### src/rtl/control_fsm.sv
// Hardwired multi-cycle control unit for the 16-bit bus datapath: fetch over a ready
// handshake, decode IR, sequence per-state strobes, latch ALU flags for branches.
module control_fsm #(
   parameter int MEM_TIMEOUT = 255
) (
   input  logic        clk,
   input  logic        rst,
   input  logic [15:0] ir,
   input  logic        zin,
   input  logic        sin,
   input  logic        vin,
   input  logic        cin,
   input  logic        mem_ready,
   output logic        lmar,
   output logic        lt,
   output logic        lpc,
   output logic        lir,
   output logic        lmdr,
   output logic        ldx,
   output logic        ldy,
   output logic        tt,
   output logic        tpc,
   output logic        tp,
   output logic        t2,
   output logic        tmdr2x,
   output logic        tmdrext,
   output logic        rmdri,
   output logic        rmarx,
   output logic [2:0]  pa,
   output logic        rdr,
   output logic [2:0]  wpa,
   output logic        wrr,
   output logic [2:0]  fnsel,
   output logic        mem_rd,
   output logic        mem_wr,
   output logic        halt,
   output logic        err
);

   localparam int CW = (MEM_TIMEOUT < 2) ? 1 : $clog2(MEM_TIMEOUT);

   localparam logic [4:0] ST_IDLE = 5'd0;
   localparam logic [4:0] ST_F0   = 5'd1;
   localparam logic [4:0] ST_F1   = 5'd2;
   localparam logic [4:0] ST_F2   = 5'd3;
   localparam logic [4:0] ST_F3   = 5'd4;
   localparam logic [4:0] ST_DEC  = 5'd5;
   localparam logic [4:0] ST_E0   = 5'd6;
   localparam logic [4:0] ST_E1   = 5'd7;
   localparam logic [4:0] ST_E2   = 5'd8;
   localparam logic [4:0] ST_L0   = 5'd9;
   localparam logic [4:0] ST_L1   = 5'd10;
   localparam logic [4:0] ST_L2   = 5'd11;
   localparam logic [4:0] ST_L3   = 5'd12;
   localparam logic [4:0] ST_L4   = 5'd13;
   localparam logic [4:0] ST_S0   = 5'd14;
   localparam logic [4:0] ST_S1   = 5'd15;
   localparam logic [4:0] ST_S2   = 5'd16;
   localparam logic [4:0] ST_S3   = 5'd17;
   localparam logic [4:0] ST_S4   = 5'd18;
   localparam logic [4:0] ST_B0   = 5'd19;
   localparam logic [4:0] ST_B1   = 5'd20;
   localparam logic [4:0] ST_B2   = 5'd21;
   localparam logic [4:0] ST_HLT  = 5'd22;
   localparam logic [4:0] ST_ERR  = 5'd23;

   localparam logic [2:0] FN_ADD  = 3'b000;
   localparam logic [2:0] FN_PASS = 3'b100;

   logic [4:0]    state_q, state_d;
   logic [3:0]    flags_q, flags_d;   // {Z,S,V,C}
   logic [CW-1:0] cnt_q, cnt_d;

   logic [3:0] op;
   logic [2:0] rd, rs1, rs2;
   logic       in_wait;
   logic       timeout;

   assign op  = ir[15:12];
   assign rd  = ir[11:9];
   assign rs1 = ir[8:6];
   assign rs2 = ir[5:3];

   // S/V/C are latched for future conditional branches; only Z is consumed today.
   logic unused_bits;
   assign unused_bits = ^{ir[2:0], flags_q[2:0]};

   assign in_wait = (state_q == ST_F3) || (state_q == ST_L2) || (state_q == ST_S4);
   // A ready in the limit cycle still completes the transfer.
   assign timeout = in_wait && !mem_ready && (cnt_q == CW'(MEM_TIMEOUT - 1));

   always_ff @(posedge clk or negedge rst) begin
      if (!rst) begin
         state_q <= ST_IDLE;
         flags_q <= 4'b0000;
         cnt_q   <= '0;
      end else begin
         state_q <= state_d;
         flags_q <= flags_d;
         cnt_q   <= cnt_d;
      end
   end

   always_comb begin
      state_d = state_q;
      flags_d = flags_q;
      cnt_d   = (in_wait && !mem_ready && !timeout) ? cnt_q + CW'(1) : '0;
      case (state_q)
         ST_IDLE: state_d = ST_F0;
         ST_F0:   state_d = ST_F1;
         ST_F1:   state_d = ST_F2;
         ST_F2:   state_d = ST_F3;
         ST_F3: begin
            if (mem_ready)    state_d = ST_DEC;
            else if (timeout) state_d = ST_ERR;
         end
         ST_DEC: begin
            case (op)
               4'b0000, 4'b0001, 4'b0010, 4'b0011: state_d = ST_E0;
               4'b0100: state_d = ST_L0;
               4'b0101: state_d = ST_S0;
               4'b0110: state_d = flags_q[3] ? ST_B0 : ST_F0;
               4'b0111: state_d = ST_HLT;
               default: state_d = ST_F0;
            endcase
         end
         ST_E0:   state_d = ST_E1;
         ST_E1:   state_d = ST_E2;
         ST_E2: begin
            flags_d = {zin, sin, vin, cin};
            state_d = ST_F0;
         end
         ST_L0:   state_d = ST_L1;
         ST_L1:   state_d = ST_L2;
         ST_L2: begin
            if (mem_ready)    state_d = ST_L3;
            else if (timeout) state_d = ST_ERR;
         end
         ST_L3:   state_d = ST_L4;
         ST_L4:   state_d = ST_F0;
         ST_S0:   state_d = ST_S1;
         ST_S1:   state_d = ST_S2;
         ST_S2:   state_d = ST_S3;
         ST_S3:   state_d = ST_S4;
         ST_S4: begin
            if (mem_ready)    state_d = ST_F0;
            else if (timeout) state_d = ST_ERR;
         end
         ST_B0:   state_d = ST_B1;
         ST_B1:   state_d = ST_B2;
         ST_B2:   state_d = ST_F0;
         ST_HLT:  state_d = ST_HLT;
         ST_ERR:  state_d = ST_ERR;
         default: state_d = ST_IDLE;
      endcase
   end

   // Strobes decode from state only, except the load strobes that close a memory read.
   always_comb begin
      lmar    = 1'b0;
      lt      = 1'b0;
      lpc     = 1'b0;
      lir     = 1'b0;
      lmdr    = 1'b0;
      ldx     = 1'b0;
      ldy     = 1'b0;
      tt      = 1'b0;
      tpc     = 1'b0;
      tp      = 1'b0;
      t2      = 1'b0;
      tmdr2x  = 1'b0;
      tmdrext = 1'b0;
      rmdri   = 1'b0;
      rmarx   = 1'b0;
      pa      = 3'b000;
      rdr     = 1'b0;
      wpa     = 3'b000;
      wrr     = 1'b0;
      fnsel   = FN_ADD;
      mem_rd  = 1'b0;
      mem_wr  = 1'b0;
      halt    = 1'b0;
      err     = 1'b0;
      case (state_q)
         ST_F0: begin
            tpc = 1'b1; ldx = 1'b1; fnsel = FN_PASS;
         end
         ST_F1: begin
            fnsel = FN_PASS; lmar = 1'b1; t2 = 1'b1; ldy = 1'b1;
         end
         ST_F2: begin
            fnsel = FN_ADD; lpc = 1'b1; mem_rd = 1'b1;
         end
         ST_F3: begin
            mem_rd = 1'b1; rmarx = 1'b1;
            lmdr = mem_ready; lir = mem_ready;
         end
         ST_E0: begin
            pa = rs1; rdr = 1'b1; tp = 1'b1; ldx = 1'b1;
         end
         ST_E1: begin
            pa = rs2; rdr = 1'b1; tp = 1'b1; ldy = 1'b1;
         end
         ST_E2: begin
            fnsel = op[2:0]; wrr = 1'b1; wpa = rd;
         end
         ST_L0, ST_S0: begin
            pa = rs1; rdr = 1'b1; tp = 1'b1; ldx = 1'b1;
         end
         ST_L1, ST_S1: begin
            fnsel = FN_PASS; lmar = 1'b1;
         end
         ST_L2: begin
            mem_rd = 1'b1; rmarx = 1'b1; lmdr = mem_ready;
         end
         ST_L3: begin
            tmdr2x = 1'b1; ldx = 1'b1;
         end
         ST_L4: begin
            fnsel = FN_PASS; wrr = 1'b1; wpa = rd;
         end
         ST_S2: begin
            pa = rd; rdr = 1'b1; tp = 1'b1; ldx = 1'b1;
         end
         ST_S3: begin
            fnsel = FN_PASS; rmdri = 1'b1; lmdr = 1'b1;
         end
         ST_S4: begin
            mem_wr = 1'b1;
         end
         ST_B0: begin
            tpc = 1'b1; ldx = 1'b1;
         end
         ST_B1: begin
            pa = rs1; rdr = 1'b1; tp = 1'b1; ldy = 1'b1;
         end
         ST_B2: begin
            fnsel = FN_ADD; lpc = 1'b1;
         end
         ST_HLT: begin
            halt = 1'b1;
         end
         ST_ERR: begin
            halt = 1'b1; err = 1'b1;
         end
         default: ;
      endcase
   end

endmodule
### config.mk
export PLATFORM = sky130hd
export DESIGN_NAME = control_fsm
export DESIGN_NICKNAME = d
export VERILOG_FILES = /design/src/rtl/control_fsm.sv
export SDC_FILE = /design/constraint.sdc
export NUM_CORES = 1
export LEC_CHECK = 0
export CORE_MARGIN = 2
export CORE_UTILIZATION = 48
export CTS_CLUSTER_DIAMETER = 200
export CTS_CLUSTER_SIZE = 24
export DETAILED_ROUTE_END_ITERATION = 8
export PLACE_DENSITY = 0.86
export SKIP_LAST_GASP = 1
export SYNTH_ARGS = -nofsm -noshare
export SYNTH_HDL_FRONTEND = slang
export SYNTH_SLANG_ARGS = --single-unit
### constraint.sdc
create_clock -name clk -period 2.5 [get_ports clk]
set_input_delay 0.25 -clock clk [delete_from_list [all_inputs] [get_ports clk]]
set_output_delay 0.25 -clock clk [all_outputs]
set_load 0.01 [all_outputs]
Word level (Yosys, flattened, before mapping)
Index checks and enable logic that the tools add are counted.
W data, S select, Z words.

storage, ports and cells
  register bits after elaboration = 17
  output and inout bits = 30
  logic and storage cells = 86

cells by class
  add/sub/neg operators = 1
  equality and inequality tests = 31
  muxes and demuxes = 28
  reduce and logical (&&, ||, !) cells = 23

operators by type and width
  operator               count
  $pmux W5 S21           1
  $eq A5 B4 Y1 const B   8
  $eq A5 B5 Y1 const B   8
  $mux W5                5
  $pmux W5 S5            1
  $eq A5 B3 Y1 const B   4
  $eq A4 B3 Y1 const B   4
  $mux W1                16
  $reduce_or A4 Y1       3
  $reduce_or A6 Y1       2
  $eq A5 B2 Y1 const B   2
  $reduce_or A2 Y1       5
  $pmux W3 S3            1
  $reduce_or A3 Y1       3
  $add A8 B1 Y8 const B  1
  $eq A4 B2 Y1 const B   2
  $eq A8 B8 Y1 const B   1
  $mux W8                1
  $reduce_or A7 Y1       1
  $pmux W3 S2            1
  $eq A5 B1 Y1 const B   1
  $logic_not A5 Y1       1
  $eq A4 B1 Y1 const B   1
  $logic_not A4 Y1       1
  5 further kinds        9

Logic depth before layout (Yosys ltp)
  depth in word-level cells = 8
  mapped depth = 7

Worst setup path after synthesis
Ideal clock, no wire load.

  kind = register to output
  from = register state_q[3]
  to = output port tp
  arrival = 1.667 ns
  required time = 2.250 ns
  slack = 0.583 ns
  cell stages (with the launch flop) = 7
  cell sequence = dfrtp_1 -> buf_2 -> clkbuf_1 -> buf_1 -> a31oi_1 -> o22ai_1 -> buf_4

on the way
  longest elaborated chain between the ends = 3
  elaborated cells between the ends (all ways) = 8
  those cells by class = eq/ne (6); mux (1); reduce/logical (1)

ends and longest elaborated chain
  item                                        line  source
  start, declared                             70    logic [4:0] state_q, state_d;
  start signal, assigned                      98    state_q <= state_d;
  $eq A5 B5 Y1, or another cell as far along  -
  $reduce_or A6 Y1 (no source line) *         -
  $mux W1 *                                   -
  end, declared                               23    output logic tp,

Mark *: on every way between the ends. The rest lies on a longest branch, timed or not.

Final worst setup path
  from = register state_q[0]
  to = output port lmdr

on the way
  longest elaborated chain between the ends = 3
  elaborated cells between the ends (all ways) = 5
  those cells by class = eq/ne (3); mux (1); reduce/logical (1)

ends and longest elaborated chain
  item                                                 line  source
  $eq A5 B3 Y1 / $eq A5 B4 Y1 (equally long branches)  184   case (state_q)
  $reduce_or A2 Y1 (no source line)                    -
  $pmux W1 S2 *                                        184
  end, declared                                        18    output logic lmdr,

Marked as above.

==> flow_summary.toml <==
[drt]
ant_nets = 0
drt-total-wl_mm = 4.375
first_pass_iters = 5
avgViaCountPerCell = 6.261
wire_per_inst_um = 16.76
dr.first_iter.drc_count = 63
via_count = 1634
drcViolationCount = 0

[final_layout]
seq_area_um2 = 352.8
nFillCells = 225
final_nets = 256
utilization_pct = 72.20
area_growth_syn_to_layout_pct = 40.79
multi_input_area_um2 = 991.0
stdcell_count = 261
drive_gt1_share_pct = 16.96
insertedDiodeCount = 0

[power]
leakage_nw = 0.8398
power.switching_uw = 897.1
comb_power_share_pct = 75.8
p_clk_share_pct = 8.0
p_int_mw = 1.095
seqPwrFrac_pct = 16.2
sw_frac_of_total_pct = 45.03
powerDensity_mw_per_mm2 = 992.0
peakVddDrop_mv = 0.7454

[yosys]
ys_warn_count = 0
async_reset_ff_share_pct = 100.0
synthesis.area_mm2 = 0.001426
yosysSeqAreaShare_pct = 24.56
yosysTopAreaCell = "dfrtp_1"
ys_ff_latch = 14
synth_top_area_share_pct = 24.56
synth_top_flop_cell = "dfrtp_1"
syn_area_per_cell_um2 = 7.752
yosys.cell_types.count = 53
synth_edf_count = 0
synthTopCellsByArea = "dfrtp_1 25%, nor2_1 5.3%, nor2b_1 4.4%"
syn_inst = 184

[clock_network]
cts_tree = "done"
path_clk_slew_ns = 0.08
ctsHoldBuffers = 0
cts_max_level = 1
clockRootBuffer = "clkbuf_4"
cts_buffer_depth = 2
clk_latency_ns = 0.27
cts_sinks = 14
numCtsBuffers = 3

[run]
drv_cap = 0

[outcome]
outcome = "finished clean"

[worst_setup_path]
arrival_ns = 2.18
criticalPathCategory = "flop to output pin"
crit_path_end_kind = "output pin"
rr_startpoint = "state_q[0]"
crit_start = "state_q[0]"
crit_path_start_kind = "flop"
cp-endpoint = "lmdr"
critPathMaxFanout = 5
worstReg2RegEnd = "state_q[4]"
r2r_setup_slack_ns = 0.63
crit_required_ns = 2.25
rr_worst_depth = 5

[min_path]
hold_class = "primary input to async pin"

[timing]
setup_violations = 0
finClkSkew_ns = 0.0004393
hold_viol = 0
worstMarginPinSlew_ns = 0.6325
grt_setup_unrepaired = "yes"
fmax_mhz = 411.4
min_period_over_period_pct = 97.23
drv_slew = 0
slew_headroom_pct = 57.70
tns_ns = 0
layout_min_cycle_time_ns = 2.431

[global_routing]
grt_first_pass_wirelength_mm = 7.093
grt_max_degree = 28
grt_pass1_vias = 1489
gr-total-overflow = 0
antenna_found_initial = 0
grt_use_total_pct = 26.32

[placed_design]
io_buffers = 43
hpwl_mm = 3.284
finalWeightedCongestion = 0.9140
numPlacedInstances = 252

[die]
row_count = 19
initial_core_util_pct = 51.28
core_mm2 = 0.002781
io_pins = 53
die_area_mm2 = 0.003423
die_h_um = 58.51
die_width_um = 58.51
cells in the mapped netlist (all sizes together) (5+ instances only):
master  instances
nor3            6
xor2            5
a21o            6
nand3           6
nand2          10
dfrtp          14
clkbuf          7
o21ai           6
buf            13
and2            8
and3            5
nor2b          10
a21oi           9
nor2           21
power by group through the flow:
stage | clock network [mW] | logic, mW | registers [mW]
after global placement | 0 | 1.35 | 0.329
final | 0.159 | 1.51 | 0.324
after detailed placement | 0 | 1.38 | 0.337
after global routing | 0.172 | 1.62 | 0.330
after CTS | 0.165 | 1.39 | 0.334
after floorplan | 0 | 0.894 | 0.297
cell type report:
cell class                 count  area share (%)
multi-input combinational    148           49.35
timing repair buffer          60           28.60
sequential                    14           17.57
tap                           31           1.931
clock buffer                   4           1.807
inverter                       4          0.7477
worst min-delay path by stage:
stage / end / from / cells past startpoint
final: cnt_q[6] / rst / 1
after global routing: cnt_q[0] / rst / 1
after CTS: cnt_q[0] / rst / 1
after detailed placement: flags_q[3] / flags_q[3] / 1
after global placement: cnt_q[0] / cnt_q[0] / 1
after floorplan: cnt_q[0] / rst / 0
registers in the layout, indices dropped and copies added (netlist names):
name / cells
cnt_q: 8
state_q: 5
flags_q: 1
metrics by stage:
| step | area (µm²) | setup WS, ns | hold WS (ns) | total power, mW |
|---|---|---|---|---|
| after global placement | 1889 | 0.3016 | 0.5114 | 1.676 |
| after detailed placement | 1889 | 0.2485 | 0.5389 | 1.714 |
| after global routing | 2008 | -0.01478 | 0.4216 | 2.124 |
| after CTS | 1934 | -0.02283 | 0.3725 | 1.890 |
| after floorplan | 1434 | 0.5835 | -0.04559 | 1.191 |
| final | 2008 | 0.06929 | 0.3622 | 1.992 |
cells in the final DEF, fill, tap and decap left out, drive strengths merged, types with 2 or more instances in the layout:
cell	instances
clkdlybuf4s50	43
nor2	21
buf	17
dfrtp	14
nand2	10
nor2b	10
a21oi	9
and2	8
a21o	6
o21ai	6
nand3	6
nor3	6
and3	5
xor2	5
inv	4
clkbuf	4
nand2b	3
a22o	3
mux2	3
nand4	3
or2	3
a2bb2oi	3
a31oi	3
o22ai	3
conb	3
xnor2	2
and4	2
o221ai	2
o311ai	2
ha	2
nor4	2
o211ai	2
layer usage:
layer / GRT usage, % / vias to the layer above / share of wire (%)
li1: - / 757 / -
met1: 35.36 / 778 / 41
met2: 45.59 / 92 / 50
met3: 4.176 / 7 / 8.7
met4: 3.654 / 0 / 0.66
met5: 0 / - / 0
critical path: stages, from the launching register on:
cell and delay, ns:
dfrtp_1 0.44, or4b_4 0.60, a21oi_4 0.20, a21o_1 0.13, clkdlybuf4s50_1 0.53
timing repair:
| item | 4_1_cts | 5_1_grt |
|---|---|---|
| resized for setup | 1 | 7 |
| setup endpoints to repair | 5 | 9 |
| endpoints found under the hold margin | 0 | 0 |
| pin swaps | 1 | 0 |
| setup buffers | 1 | 4 |
logic make-up after synthesis:
group	synth area share, %
adders and majority gates	1.754
other	0.2629
DFF	24.56
muxes	3.070
and+or+nand+nor	33.42
xor gates and xnor gates	4.298
buffers and inverters	8.333
AOI/OAI and AO/OA	24.30
Power figures use the tool's default switching activity.
